### src/rtl/sram_responder_pkg.sv
// Shared widths, FSM encoding and request decode for the SSRAM responder.
// Latency: n/a (declarations only).
// Backpressure: n/a.
package sram_responder_pkg;

    localparam int SRAM_ADDR_WIDTH  = 19;
    localparam int SRAM_DATA_WIDTH  = 32;
    localparam int SRAM_MASK_WIDTH  = SRAM_DATA_WIDTH / 8;
    localparam int SRAM_INIT_CYCLES = 16;

    typedef enum logic [0:0] {
        ST_INIT = 1'b0,
        ST_RUN  = 1'b1
    } state_e;

    // An all-zero byte mask marks the request as a read.
    function automatic logic is_read(input logic [SRAM_MASK_WIDTH-1:0] mask);
        return (mask == '0);
    endfunction

endpackage

### src/rtl/sram_pipe_stage.sv
// One in-flight slot {valid, is_write, data} of the SSRAM data pipeline.
// Latency: 1 cycle.
// Backpressure: none; advances every cycle, cleared by reset.
module sram_pipe_stage #(
    parameter int DATA_WIDTH = 32
) (
    input  logic                  clk_i,
    input  logic                  rst_ni,
    input  logic                  vld_i,
    input  logic                  wr_i,
    input  logic [DATA_WIDTH-1:0] dat_i,
    output logic                  vld_o,
    output logic                  wr_o,
    output logic [DATA_WIDTH-1:0] dat_o
);

    logic                  vld_q;
    logic                  wr_q;
    logic [DATA_WIDTH-1:0] dat_q;

    always_ff @(posedge clk_i or negedge rst_ni) begin
        if (!rst_ni) begin
            vld_q <= 1'b0;
            wr_q  <= 1'b0;
            dat_q <= '0;
        end else begin
            vld_q <= vld_i;
            wr_q  <= wr_i;
            dat_q <= dat_i;
        end
    end

    assign vld_o = vld_q;
    assign wr_o  = wr_q;
    assign dat_o = dat_q;

endmodule

### src/rtl/sram_responder.sv
// Accepts arbiter requests and drives a pipelined ZBT SSRAM; reads return in order.
// Latency: command pins 1 cycle after accept, write data at +3, read data strobe at +4.
// Backpressure: sram_ready low only during post-reset INIT, then one request per cycle.
module sram_responder
    import sram_responder_pkg::*;
#(
    parameter int ADDR_WIDTH  = SRAM_ADDR_WIDTH,
    parameter int DATA_WIDTH  = SRAM_DATA_WIDTH,
    parameter int MASK_WIDTH  = SRAM_MASK_WIDTH,
    parameter int INIT_CYCLES = SRAM_INIT_CYCLES
) (
    input  logic                  sram_clock,
    input  logic                  reset_n,
    input  logic                  sram_addr_valid,
    output logic                  sram_ready,
    input  logic [ADDR_WIDTH-1:0] sram_addr,
    input  logic [DATA_WIDTH-1:0] sram_data_in,
    input  logic [MASK_WIDTH-1:0] sram_write_mask,
    output logic [DATA_WIDTH-1:0] sram_data_out,
    output logic                  sram_data_out_valid,
    output logic                  ssram_ce_b,
    output logic                  ssram_adv_ld_b,
    output logic                  ssram_we_b,
    output logic [MASK_WIDTH-1:0] ssram_bw_b,
    output logic [ADDR_WIDTH-1:0] ssram_addr,
    output logic [DATA_WIDTH-1:0] ssram_dq_out,
    output logic                  ssram_dq_oe,
    input  logic [DATA_WIDTH-1:0] ssram_dq_in
);

    localparam int CNT_W = $clog2(INIT_CYCLES + 1);

    state_e               state_q;
    logic [CNT_W-1:0]     cnt_q;
    logic                 ready_q;

    logic                 accept;
    logic                 req_wr;

    assign accept = sram_addr_valid & ready_q;
    assign req_wr = ~is_read(sram_write_mask);

    always_ff @(posedge sram_clock or negedge reset_n) begin
        if (!reset_n) begin
            state_q <= ST_INIT;
            cnt_q   <= CNT_W'(INIT_CYCLES - 1);
            ready_q <= 1'b0;
        end else begin
            case (state_q)
                ST_INIT: begin
                    if (cnt_q == '0) begin
                        state_q <= ST_RUN;
                        ready_q <= 1'b1;
                    end else begin
                        cnt_q <= cnt_q - 1'b1;
                    end
                end
                ST_RUN: ready_q <= 1'b1;
            endcase
        end
    end

    assign sram_ready = ready_q;

    logic                  ce_b_q;
    logic                  adv_ld_b_q;
    logic                  we_b_q;
    logic [MASK_WIDTH-1:0] bw_b_q;
    logic [ADDR_WIDTH-1:0] addr_q;

    // Address is held across idle cycles so the pins do not toggle needlessly.
    always_ff @(posedge sram_clock or negedge reset_n) begin
        if (!reset_n) begin
            ce_b_q     <= 1'b1;
            adv_ld_b_q <= 1'b1;
            we_b_q     <= 1'b1;
            bw_b_q     <= '1;
            addr_q     <= '0;
        end else begin
            ce_b_q     <= ~accept;
            adv_ld_b_q <= 1'b0;
            we_b_q     <= ~(accept & req_wr);
            bw_b_q     <= (accept & req_wr) ? ~sram_write_mask : '1;
            if (accept) begin
                addr_q <= sram_addr;
            end
        end
    end

    assign ssram_ce_b     = ce_b_q;
    assign ssram_adv_ld_b = adv_ld_b_q;
    assign ssram_we_b     = we_b_q;
    assign ssram_bw_b     = bw_b_q;
    assign ssram_addr     = addr_q;

    logic [2:0]            p_vld;
    logic [2:0]            p_wr;
    logic [DATA_WIDTH-1:0] p_dat [0:2];

    sram_pipe_stage #(.DATA_WIDTH(DATA_WIDTH)) u_stage0 (
        .clk_i  (sram_clock),
        .rst_ni (reset_n),
        .vld_i  (accept),
        .wr_i   (req_wr),
        .dat_i  (sram_data_in),
        .vld_o  (p_vld[0]),
        .wr_o   (p_wr[0]),
        .dat_o  (p_dat[0])
    );

    sram_pipe_stage #(.DATA_WIDTH(DATA_WIDTH)) u_stage1 (
        .clk_i  (sram_clock),
        .rst_ni (reset_n),
        .vld_i  (p_vld[0]),
        .wr_i   (p_wr[0]),
        .dat_i  (p_dat[0]),
        .vld_o  (p_vld[1]),
        .wr_o   (p_wr[1]),
        .dat_o  (p_dat[1])
    );

    sram_pipe_stage #(.DATA_WIDTH(DATA_WIDTH)) u_stage2 (
        .clk_i  (sram_clock),
        .rst_ni (reset_n),
        .vld_i  (p_vld[1]),
        .wr_i   (p_wr[1]),
        .dat_i  (p_dat[1]),
        .vld_o  (p_vld[2]),
        .wr_o   (p_wr[2]),
        .dat_o  (p_dat[2])
    );

    // The last slot lines up with the ZBT data phase two cycles after the command.
    assign ssram_dq_out = p_dat[2];
    assign ssram_dq_oe  = p_vld[2] & p_wr[2];

    logic                  rd_vld_q;
    logic [DATA_WIDTH-1:0] rd_dat_q;

    always_ff @(posedge sram_clock or negedge reset_n) begin
        if (!reset_n) begin
            rd_vld_q <= 1'b0;
            rd_dat_q <= '0;
        end else begin
            rd_vld_q <= p_vld[2] & ~p_wr[2];
            if (p_vld[2] & ~p_wr[2]) begin
                rd_dat_q <= ssram_dq_in;
            end
        end
    end

    assign sram_data_out       = rd_dat_q;
    assign sram_data_out_valid = rd_vld_q;

endmodule

### config.mk
export PLATFORM = sky130hd
export DESIGN_NAME = sram_responder
export DESIGN_NICKNAME = d
export VERILOG_FILES = /design/src/rtl/sram_responder_pkg.sv /design/src/rtl/sram_pipe_stage.sv /design/src/rtl/sram_responder.sv
export SDC_FILE = /design/constraint.sdc
export NUM_CORES = 1
export LEC_CHECK = 0
export CAP_MARGIN = 20
export CORE_MARGIN = 5
export CORE_UTILIZATION = 45
export DETAILED_ROUTE_END_ITERATION = 16
export PLACE_DENSITY = 0.89
export SLEW_MARGIN = 20
export SYNTH_ARGS = -nofsm -noshare
export SYNTH_HDL_FRONTEND = slang
export SYNTH_SLANG_ARGS = --single-unit
### constraint.sdc
create_clock -name sram_clock -period 2.5 [get_ports sram_clock]
set_input_delay 0.5 -clock sram_clock [delete_from_list [all_inputs] [get_ports sram_clock]]
set_output_delay 0.5 -clock sram_clock [all_outputs]
set_load 0.02 [all_outputs]
==> summary.md, run 1 <==
| Metric | Value |
|---|---|
| Status | finished clean |
| Nets | 587 |
| Max-slew violations | 0 |
| Hold_buf cts | 0 |
| Syn Area/Cell | 16.1 um^2 |
| CTS buffer count | 17 |
| Crit-path max FO | 1 |
| Setup Viol. Count Final | 0 |
| Die extent in x | 118 um |
| TritonRoute pass-1 iters | 4 |
| Req. time, crit path | 2.00 ns |
| Pin count of the biggest net entering global routing | 66 |
| Endpoint class of the critical path | primary output |
| Synthesized instance count | 328 |
| Pwr dens | 865 mW/mm^2 |
| Drt initial violations | 181 |
| H-tree depth | 4 |
| Area contributors post-synth | dfrtp_1, mux2_2, dfstp_2 |
| Postcts setup bufs | 0 |
| First-pass GRT wire length | 18,200 um |
| Core Rows | 39 |
| Fin crit period | 2.04 ns |
| Leakage | 0.00338 uW |
| HP Class | primary input to async pin |
| DRT Wirelength | 10,700 um |
| I/O pins | 183 |
| Core Area | 0.0115 mm^2 |
| Met3 Track Usage GR | 0.0731 |
| DRC | 0 |
| Share of layout cells above drive strength 1 | 0.177 |
| Worst Tran Pin Value | 0.571 ns |
| Initial core utilization | 0.461 |
| Residual overflow from global routing | 0 |
| Number of fill cells in the layout | 816 |
| Layout area overhead | 45.0% |
| # diodes | 0 |
| Crit path largest cell delay | 0.60 ns |
| Yosys top cell area share | 0.743 |
| DP HPWL | 7870 um |
| Die Y | 118 um |
| Worst IR Drop VDD | 0.000582 V |
| CP Class | flip-flop to primary output |
| Part of the Yosys area used for sequential elements | 0.798 |
| Initial antenna violation count | 0 |
| Dominant cell type by area after synthesis | dfrtp_1 |
| Buf/Inv on CP | 1 |
| M1 GR Usage | 0.195 |
| Total number of yosys warnings | 0 |
| Setup TNS | 0 ns |
| Tcrit/Tclk final | 0.816 |
| Final hold vios | 0 |
| Ratio of routed vias to standard cells | 4.55 |
| Vias in the first global route | 3,449 |
| Yosys reg bits | 168 |
| Synth unique cells | 26 |
| Clock Skew | 0.00454 ns |
| RSZ-0062 raised after global routing | false |
| Slew HR | 0.619 |
| GRT Util Overall | 0.166 |
| Bufs on Longest Clock Path | 2 |
| Post-Syn Area | 0.00529 mm^2 |
| Root Buffer | clkbuf_16 |
| Die ar. | 0.0140 mm^2 |
| Commonest non-fill, non-tap cell in the layout | clkdlybuf4s50_1 |
| Most frequent cells in the layout | clkdlybuf4s50_1, dfrtp_1, nand2_1 |
| Post-CTS sizing | 0 |
| # port buffers | 182 |
| CP max stage cell | clkdlybuf4s50_1 |
| Startpoint Class | flip-flop |
| Met2 global-route usage | 0.261 |
| Via count | 2,963 |
| Fmax | 490 MHz |
| Antenna Nets Post-Route | 0 |
| Max Cap Viol | 0 |
| CTS tree | done |
| GP Congestion | 0.723 |
| Clk slew on worst S/H paths | 0.06 ns |
| # clock sinks | 168 |
| Detailed-route wire length per cell | 16.5 um |
| GR peak layer | met2 |
| Crit path DAT | 1.54 ns |
| Final Power | 6630 uW |
| CP delay by family, top | buffers and inverters |
| Crit path cell chain | clkdlybuf4s50_1 |
| Clk Latency, worst-skew pair | 0.41 ns |
| Syn nets | 420 |
registers in the layout, indices dropped and copies added (netlist names), 4 cells and up:
signal / count
sram_data_out: 32
cnt_q: 5
u_stage0.dat_o: 32
ssram_bw_b: 4
u_stage2.dat_o: 32
ssram_addr: 19
u_stage1.dat_o: 32
final cells by class:
cell class | count | area [um^2] | share of cell area
Clock buffer | 20 | 457 | 0.0596
Clock inverter | 12 | 143 | 0.0186
Inverter | 4 | 15.0 | 0.00196
Multi-Input combinational cell | 116 | 774 | 0.101
Sequential cell | 168 | 4220 | 0.550
Tap cell | 143 | 179 | 0.0233
Timing Repair Buffer | 188 | 1880 | 0.245
per-layer routing:
metal | wire [um] | vias up
li1 | - | 1346
met4 | 315 | 0
met5 | 0 | -
met1 | 4070 | 1453
met3 | 1050 | 25
met2 | 5310 | 139
path summary, 6_finish.rpt:
path	from	endpoint	slack, ns	cells after the start
max	ssram_we_b	ssram_we_b	0.46	1
min	reset_n	u_stage1.dat_o[22]	0.08	1
max reg2reg	cnt_q[0]	cnt_q[1]	0.87	5
min reg2reg	u_stage0.wr_o	u_stage1.wr_o	0.35	0
max in group asynchronous	reset_n	ssram_ce_b	1.65	2
min in group sram_clock	u_stage0.wr_o	u_stage1.wr_o	0.35	0
cells in the mapped netlist:
master,instances
nor3_2,1
inv_1,3
xnor2_1,1
mux2_2,32
clkbuf_1,4
or4_4,1
and2_1,1
or4_1,1
and2b_2,2
mux2i_1,1
nand2_1,63
a21o_1,2
inv_2,1
nor2_1,1
buf_2,1
conb_1,1
a22o_2,1
dfstp_2,11
dfrtp_1,157
buf_4,35
nor2b_1,1
a21oi_2,1
ha_1,2
nand2b_1,2
or4b_4,1
nor3_1,1
cells by family after synthesis:
family,count (synthesis),synth area share
adders and majority gates,2,0.00473
xor gates and xnor gates,1,0.00166
muxes,33,0.0700
and+or+nand+nor,75,0.0625
other,1,0.000709
AOI/OAI and AO/OA,4,0.00639
DFF,168,0.798
buffers and inverters,44,0.0563
power breakdown:
group	internal [uW]	total, uW	switching [uW]
Clock	1540	2590	1040
Sequential	2960	3060	102
Combinational	530	984	454
metrics by stage:
stage	area [um^2]	cells	hold slack [ns]	utilization	setup slack [ns]
2_1_floorplan	5290	328	0.204	-	1.02
3_3_place_gp	7070	619	0.331	0.616	0.863
3_5_place_dp	7070	619	0.335	0.616	0.851
4_1_cts	7670	651	0.0792	0.669	0.422
5_1_grt	7670	651	0.120	0.669	0.410
6_report	7670	651	0.0792	0.669	0.460
(Power assumes the default switching activity.)
==> inputs of run 2 (changes only) <==
--- a/config.mk
+++ b/config.mk
@@ -7,9 +7,9 @@
 export LEC_CHECK = 0
 export CAP_MARGIN = 20
 export CORE_MARGIN = 5
-export CORE_UTILIZATION = 45
+export CORE_UTILIZATION = 40
 export DETAILED_ROUTE_END_ITERATION = 16
-export PLACE_DENSITY = 0.89
+export PLACE_DENSITY = 0.84
 export SLEW_MARGIN = 20
 export SYNTH_ARGS = -nofsm -noshare
 export SYNTH_HDL_FRONTEND = slang
==> constraint.sdc (replaced) <==
create_clock -name sram_clock -period 1.75 [get_ports sram_clock]
set_input_delay 0.35 -clock sram_clock [delete_from_list [all_inputs] [get_ports sram_clock]]
set_output_delay 0.35 -clock sram_clock [all_outputs]
set_load 0.02 [all_outputs]
==> run 2 against run 1 <==
Effect of this change:
- worst setup slack worse by 0.43 ns
- die area up 11%
- clock skew up 0.0041 ns
- global-route usage shrank 2.4 points
- worst hold slack improved by 0.26 ns
- first-iteration DRC count is 4.4% higher
- highest routed layer unchanged
==> summary.md, run 2 (synthesized netlist as in run 1, its figures left out) <==
| Metric | Value |
|---|---|
| Vias in the first global route | 3,364 |
| Drt initial violations | 189 |
| Root Buffer | clkbuf_16 |
| Die extent in x | 125 um |
| Worst R2R Setup Slack | 0.15 ns |
| Startpoint Class | flip-flop |
| Setup TNS | 0 ns |
| Crit-path max FO | 2 |
| CTS buffer count | 17 |
| Commonest non-fill, non-tap cell in the layout | dfrtp_1 |
| Clock Skew | 0.00868 ns |
| Crit. Startpoint | ssram_addr[14] |
| Share of layout cells above drive strength 1 | 0.177 |
| Core Rows | 42 |
| Ratio of routed vias to standard cells | 4.36 |
| Area of the multi-input gates | 774 um^2 |
| CP Class | flip-flop to primary output |
| Fmax | 583 MHz |
| Most frequent cells in the layout | dfrtp_1, clkdlybuf4s50_1, nand2_1 |
| HP Class | flip-flop to flip-flop |
| Status | finished clean |
| Req. time, crit path | 1.40 ns |
| GP Congestion | 0.728 |
| I/O pins | 183 |
| Pin count of the biggest net entering global routing | 50 |
| Setup Viol. Count Final | 0 |
| # diodes | 0 |
| Worst r2r path cells | 5 |
| GRT Util Overall | 0.142 |
| Postcts setup bufs | 0 |
| CP delay by family, top | buffers and inverters |
| Antenna Nets Post-Route | 0 |
| H-tree depth | 4 |
| Number of fill cells in the layout | 1,013 |
| Crit. path cell count | 1 |
| Reg-to-Reg End | cnt_q[1] |
| First-pass GRT wire length | 17,400 um |
| Final hold vios | 0 |
| Cells after DPL | 651 |
| DP HPWL | 7680 um |
| Fin crit period | 1.72 ns |
| Crit path DAT | 1.37 ns |
| CP max stage cell | clkdlybuf4s50_1 |
| Core Area | 0.0131 mm^2 |
| Max Cap Viol | 0 |
| DRT Wirelength | 10,500 um |
| Pwr dens | 1190 mW/mm^2 |
| # clock sinks | 168 |
| Crit path cell chain | clkdlybuf4s50_1 |
| Tcrit/Tclk final | 0.981 |
| Leakage | 0.00374 uW |
| Die Y | 125 um |
| TritonRoute pass-1 iters | 4 |
| End of the critical path | ssram_addr[14] |
| Die ar. | 0.0156 mm^2 |
| CTS tree | done |
| Via count | 2,982 |
| DRC | 0 |
| Detailed-route wire length per cell | 15.3 um |
| Clk Latency, worst-skew pair | 0.42 ns |
| RSZ-0062 raised after global routing | false |
| Initial core utilization | 0.404 |
| Max-slew violations | 0 |
| Initial antenna violation count | 0 |
| Residual overflow from global routing | 0 |
| Bufs on Longest Clock Path | 2 |
| Crit path largest cell delay | 0.61 ns |
| Nets | 587 |
| # port buffers | 182 |
| Sequential Area | 0.00422 mm^2 |
| Endpoint class of the critical path | primary output |
| Layout area overhead | 46.4% |
| Buf/Inv on CP | 1 |
| Worst r2r src | cnt_q[0] |
| Post-route insts no fill | 684 |
| Worst IR Drop VDD | 0.000479 V |
| Clk slew on worst S/H paths | 0.07 ns |
-- run 2: cell count changes in the layout (fill, tap and decap cells not counted), moves of 3 or more --
| cell | previous run | this run |
|---|---|---|
| buf_12 | 1 | 4 |
| dlygate4sd2_1 | 0 | 40 |
| inv_6 | 1 | 5 |
| buf_4 | 5 | 1 |
| clkdlybuf4s50_1 | 181 | 114 |
| dlymetal6s2s_1 | 0 | 27 |
-- run 2: metrics by stage --
stage / util / worst slack (ns) / area [um^2] / hold WS (ns) / power, uW
after floorplan: - / 0.274 / 5290 / 0.0544 / 5010
after global placement: 0.546 / 0.231 / 7140 / 0.251 / 5820
after detailed placement: 0.546 / 0.161 / 7140 / 0.253 / 5880
after CTS: 0.586 / 0.0000666 / 7670 / 0.347 / 9380
after global routing: 0.592 / 0.000161 / 7740 / 0.346 / 9670
final: 0.592 / 0.0341 / 7740 / 0.343 / 9220
-- run 2: final cells by class --
cell class	instances	share of cell area
well taps	176	0.0284
clock buffers	18	0.0567
flip-flops and latches	168	0.545
multi-input cells	116	0.100
clock inverters	14	0.0176
inverters	4	0.00194
repair buffers	188	0.250
-- run 2: what timing repair did --
| item | CTS | global route |
|---|---|---|
| hold endpoints to repair | 29 | 0 |
| hold buffers | 1 | 0 |
| setup endpoints to repair | 40 | 27 |
| gates resized for setup | 40 | 27 |
-- run 2: worst min path at each step --
stage / from / endpoint / slack [ns] / cells after the start
2_1_floorplan: reset_n / cnt_q[4] / 0.05 / 0
3_3_place_gp: reset_n / sram_data_out[4] / 0.25 / 1
3_5_place_dp: reset_n / u_stage2.dat_o[23] / 0.25 / 1
4_1_cts: sram_data_in[4] / u_stage0.dat_o[4] / 0.35 / 1
5_1_grt: u_stage0.dat_o[1] / u_stage1.dat_o[1] / 0.35 / 0
6_report: u_stage0.dat_o[0] / u_stage1.dat_o[0] / 0.34 / 0
-- run 2: per-layer routing --
layer / GRT usage / wire, um / vias to the layer above
met2: 0.227 / 5280 / 127
met1: 0.172 / 4190 / 1481
met4: 0.0631 / 233 / 0
met5: 0 / 0 / -
met3: 0.0550 / 762 / 21
li1: - / - / 1353
-- run 2: report_power, final --
part / switching, uW / internal (uW) / total [uW]
registers: 136 / 4230 / 4360
clock network: 1520 / 2030 / 3550
logic: 645 / 663 / 1310
total: 2300 / 6920 / 9220
==> inputs of run 3 (changes only) <==
--- a/config.mk
+++ b/config.mk
@@ -7,9 +7,11 @@
 export LEC_CHECK = 0
 export CAP_MARGIN = 20
 export CORE_MARGIN = 5
-export CORE_UTILIZATION = 40
+export CORE_UTILIZATION = 45
+export CTS_CLUSTER_DIAMETER = 60
 export DETAILED_ROUTE_END_ITERATION = 16
-export PLACE_DENSITY = 0.84
+export DONT_BUFFER_PORTS = 1
+export PLACE_DENSITY = 0.71
 export SLEW_MARGIN = 20
 export SYNTH_ARGS = -nofsm -noshare
 export SYNTH_HDL_FRONTEND = slang
==> run 3 against run 2 <==
Effect of this change:
- the run now ends with negative hold slack left
- cell count fell by 27%
- non-clock buffer count fell by 150
- worst setup slack improved by 0.12 ns
- register-to-register slack barely moved
- design area fell by 21%
- clock power fell by 7.3%
- sequential cell count did not move
- routed wire length fell by 20%
- via count fell by 21%
- maximum frequency rose by 7.4%
- critical path type is now flip-flop to flip-flop
- highest routed layer unchanged
==> summary.md, run 3 (synthesized netlist as in run 1, its figures left out) <==
| Metric | Value |
|---|---|
| M1 GR Usage | 0.146 |
| Crit path DAT | 1.94 ns |
| H-tree depth | 4 |
| Worst R2R Setup Slack | 0.15 ns |
| Max-slew violations | 0 |
| CTS tree | done |
| Final worst slack | 0.152 ns |
| Violated checks | negative hold slack |
| GP Congestion | 0.700 |
| Die ar. | 0.0140 mm^2 |
| Hold Slack | -0.370 ns |
| Layout area overhead | 15.5% |
| Antenna Nets Post-Route | 0 |
| Fmax | 626 MHz |
| Clk slew on worst S/H paths | 0.06 ns |
| Post-CTS sizing | 0 |
| Number of fill cells in the layout | 900 |
| Clock Skew | 0.00838 ns |
| GR peak layer | met2 |
| Fin crit period | 1.60 ns |
| RSZ-0062 raised after global routing | false |
| Drt initial violations | 177 |
| Bufs on Longest Clock Path | 2 |
| DP HPWL | 5660 um |
| Setup TNS | 0 ns |
| Reg-to-Reg End | cnt_q[1] |
| Die Y | 118 um |
| DRT Wirelength | 8380 um |
| CP Class | flip-flop to flip-flop |
| Postcts setup bufs | 0 |
| Worst r2r path cells | 5 |
| Status | finished with violations |
| Met3 Track Usage GR | 0.0611 |
| CTS buffer count | 17 |
| Startpoint Class | flip-flop |
| Via count | 2,344 |
| Final hold vios | 168 |
| Max Cap Viol | 0 |
| Endpoint class of the critical path | flip-flop |
| Vias in the first global route | 2,558 |
| Die extent in x | 118 um |
| Setup Viol. Count Final | 0 |
| # port buffers | 0 |
| DRC | 0 |
| Clk Latency, worst-skew pair | 0.41 ns |
| Detailed-route wire length per cell | 16.8 um |
| Place WS | 0.156 ns |
| Core Area | 0.0115 mm^2 |
| Req. time, crit path | 2.09 ns |
| TritonRoute pass-1 iters | 5 |
| Core Rows | 39 |
| Commonest non-fill, non-tap cell in the layout | dfrtp_1 |
| Root Buffer | clkbuf_16 |
| Worst IR Drop VDD | 0.000982 V |
| Nets | 437 |
| Met2 global-route usage | 0.200 |
| # clock sinks | 168 |
| HP Class | primary input to async pin |
| Tcrit/Tclk final | 0.913 |
| Residual overflow from global routing | 0 |
| Ratio of routed vias to standard cells | 4.69 |
| Worst r2r src | cnt_q[0] |
| Pwr dens | 1360 mW/mm^2 |
| Leakage | 0.00276 uW |
| Pin count of the biggest net entering global routing | 169 |
| Share of layout cells above drive strength 1 | 0.232 |
| Crit-path max FO | 5 |
| Initial core utilization | 0.461 |
| I/O pins | 183 |
| Hold_buf cts | 36 |
| # diodes | 0 |
| Most frequent cells in the layout | dfrtp_1, nand2_1, dlygate4sd3_1 |
| Final Power | 8330 uW |
| Initial antenna violation count | 0 |
| First-pass GRT wire length | 13,800 um |
| GRT Util Overall | 0.126 |
## run 3: how the worst max path moves through the flow
stage / to / start / cells after the start
after global placement: cnt_q[1] / cnt_q[0] / 5
final: cnt_q[1] / cnt_q[0] / 5
after CTS: cnt_q[1] / cnt_q[0] / 5
after detailed placement: cnt_q[1] / cnt_q[0] / 5
after global routing: cnt_q[1] / cnt_q[0] / 5
after floorplan: cnt_q[1] / cnt_q[0] / 5
## run 3: cell type report
cell class / instances / area (um^2) / area share
Timing Repair Buffer: 38 / 388 / 0.0635
Clock buffer: 19 / 433 / 0.0709
Sequential cell: 168 / 4220 / 0.691
Inverter: 4 / 15.0 / 0.00246
Tap cell: 143 / 179 / 0.0293
Multi-Input combinational cell: 116 / 774 / 0.127
Clock inverter: 12 / 97.6 / 0.0160
## run 3: per-stage QoR
step,util,instance area (um^2),cells
floorplan,-,5290,328
global placement,0.455,5210,433
detailed placement,0.455,5210,433
CTS,0.532,6100,500
global route,0.532,6100,500
finish,0.532,6100,500
## run 3: critical path, cell delays in order, from the launching register on
cell	delay [ns]
dfstp_2	0.53
inv_1	0.07
ha_1	0.23
and2b_2	0.21
a21oi_2	0.27
mux2i_1	0.22
## run 3: metal layers
layer  up-vias  share of wire
li1       1043              -
met1      1169           0.38
met2       122           0.51
met3        10          0.093
met4         0          0.020
met5         -              0
## run 3: report_power, final
group	switching, uW	leakage (uW)	internal (uW)
clock	1460	0.000249	1830
sequential	518	0.00197	4230
combinational	96.7	0.000547	200
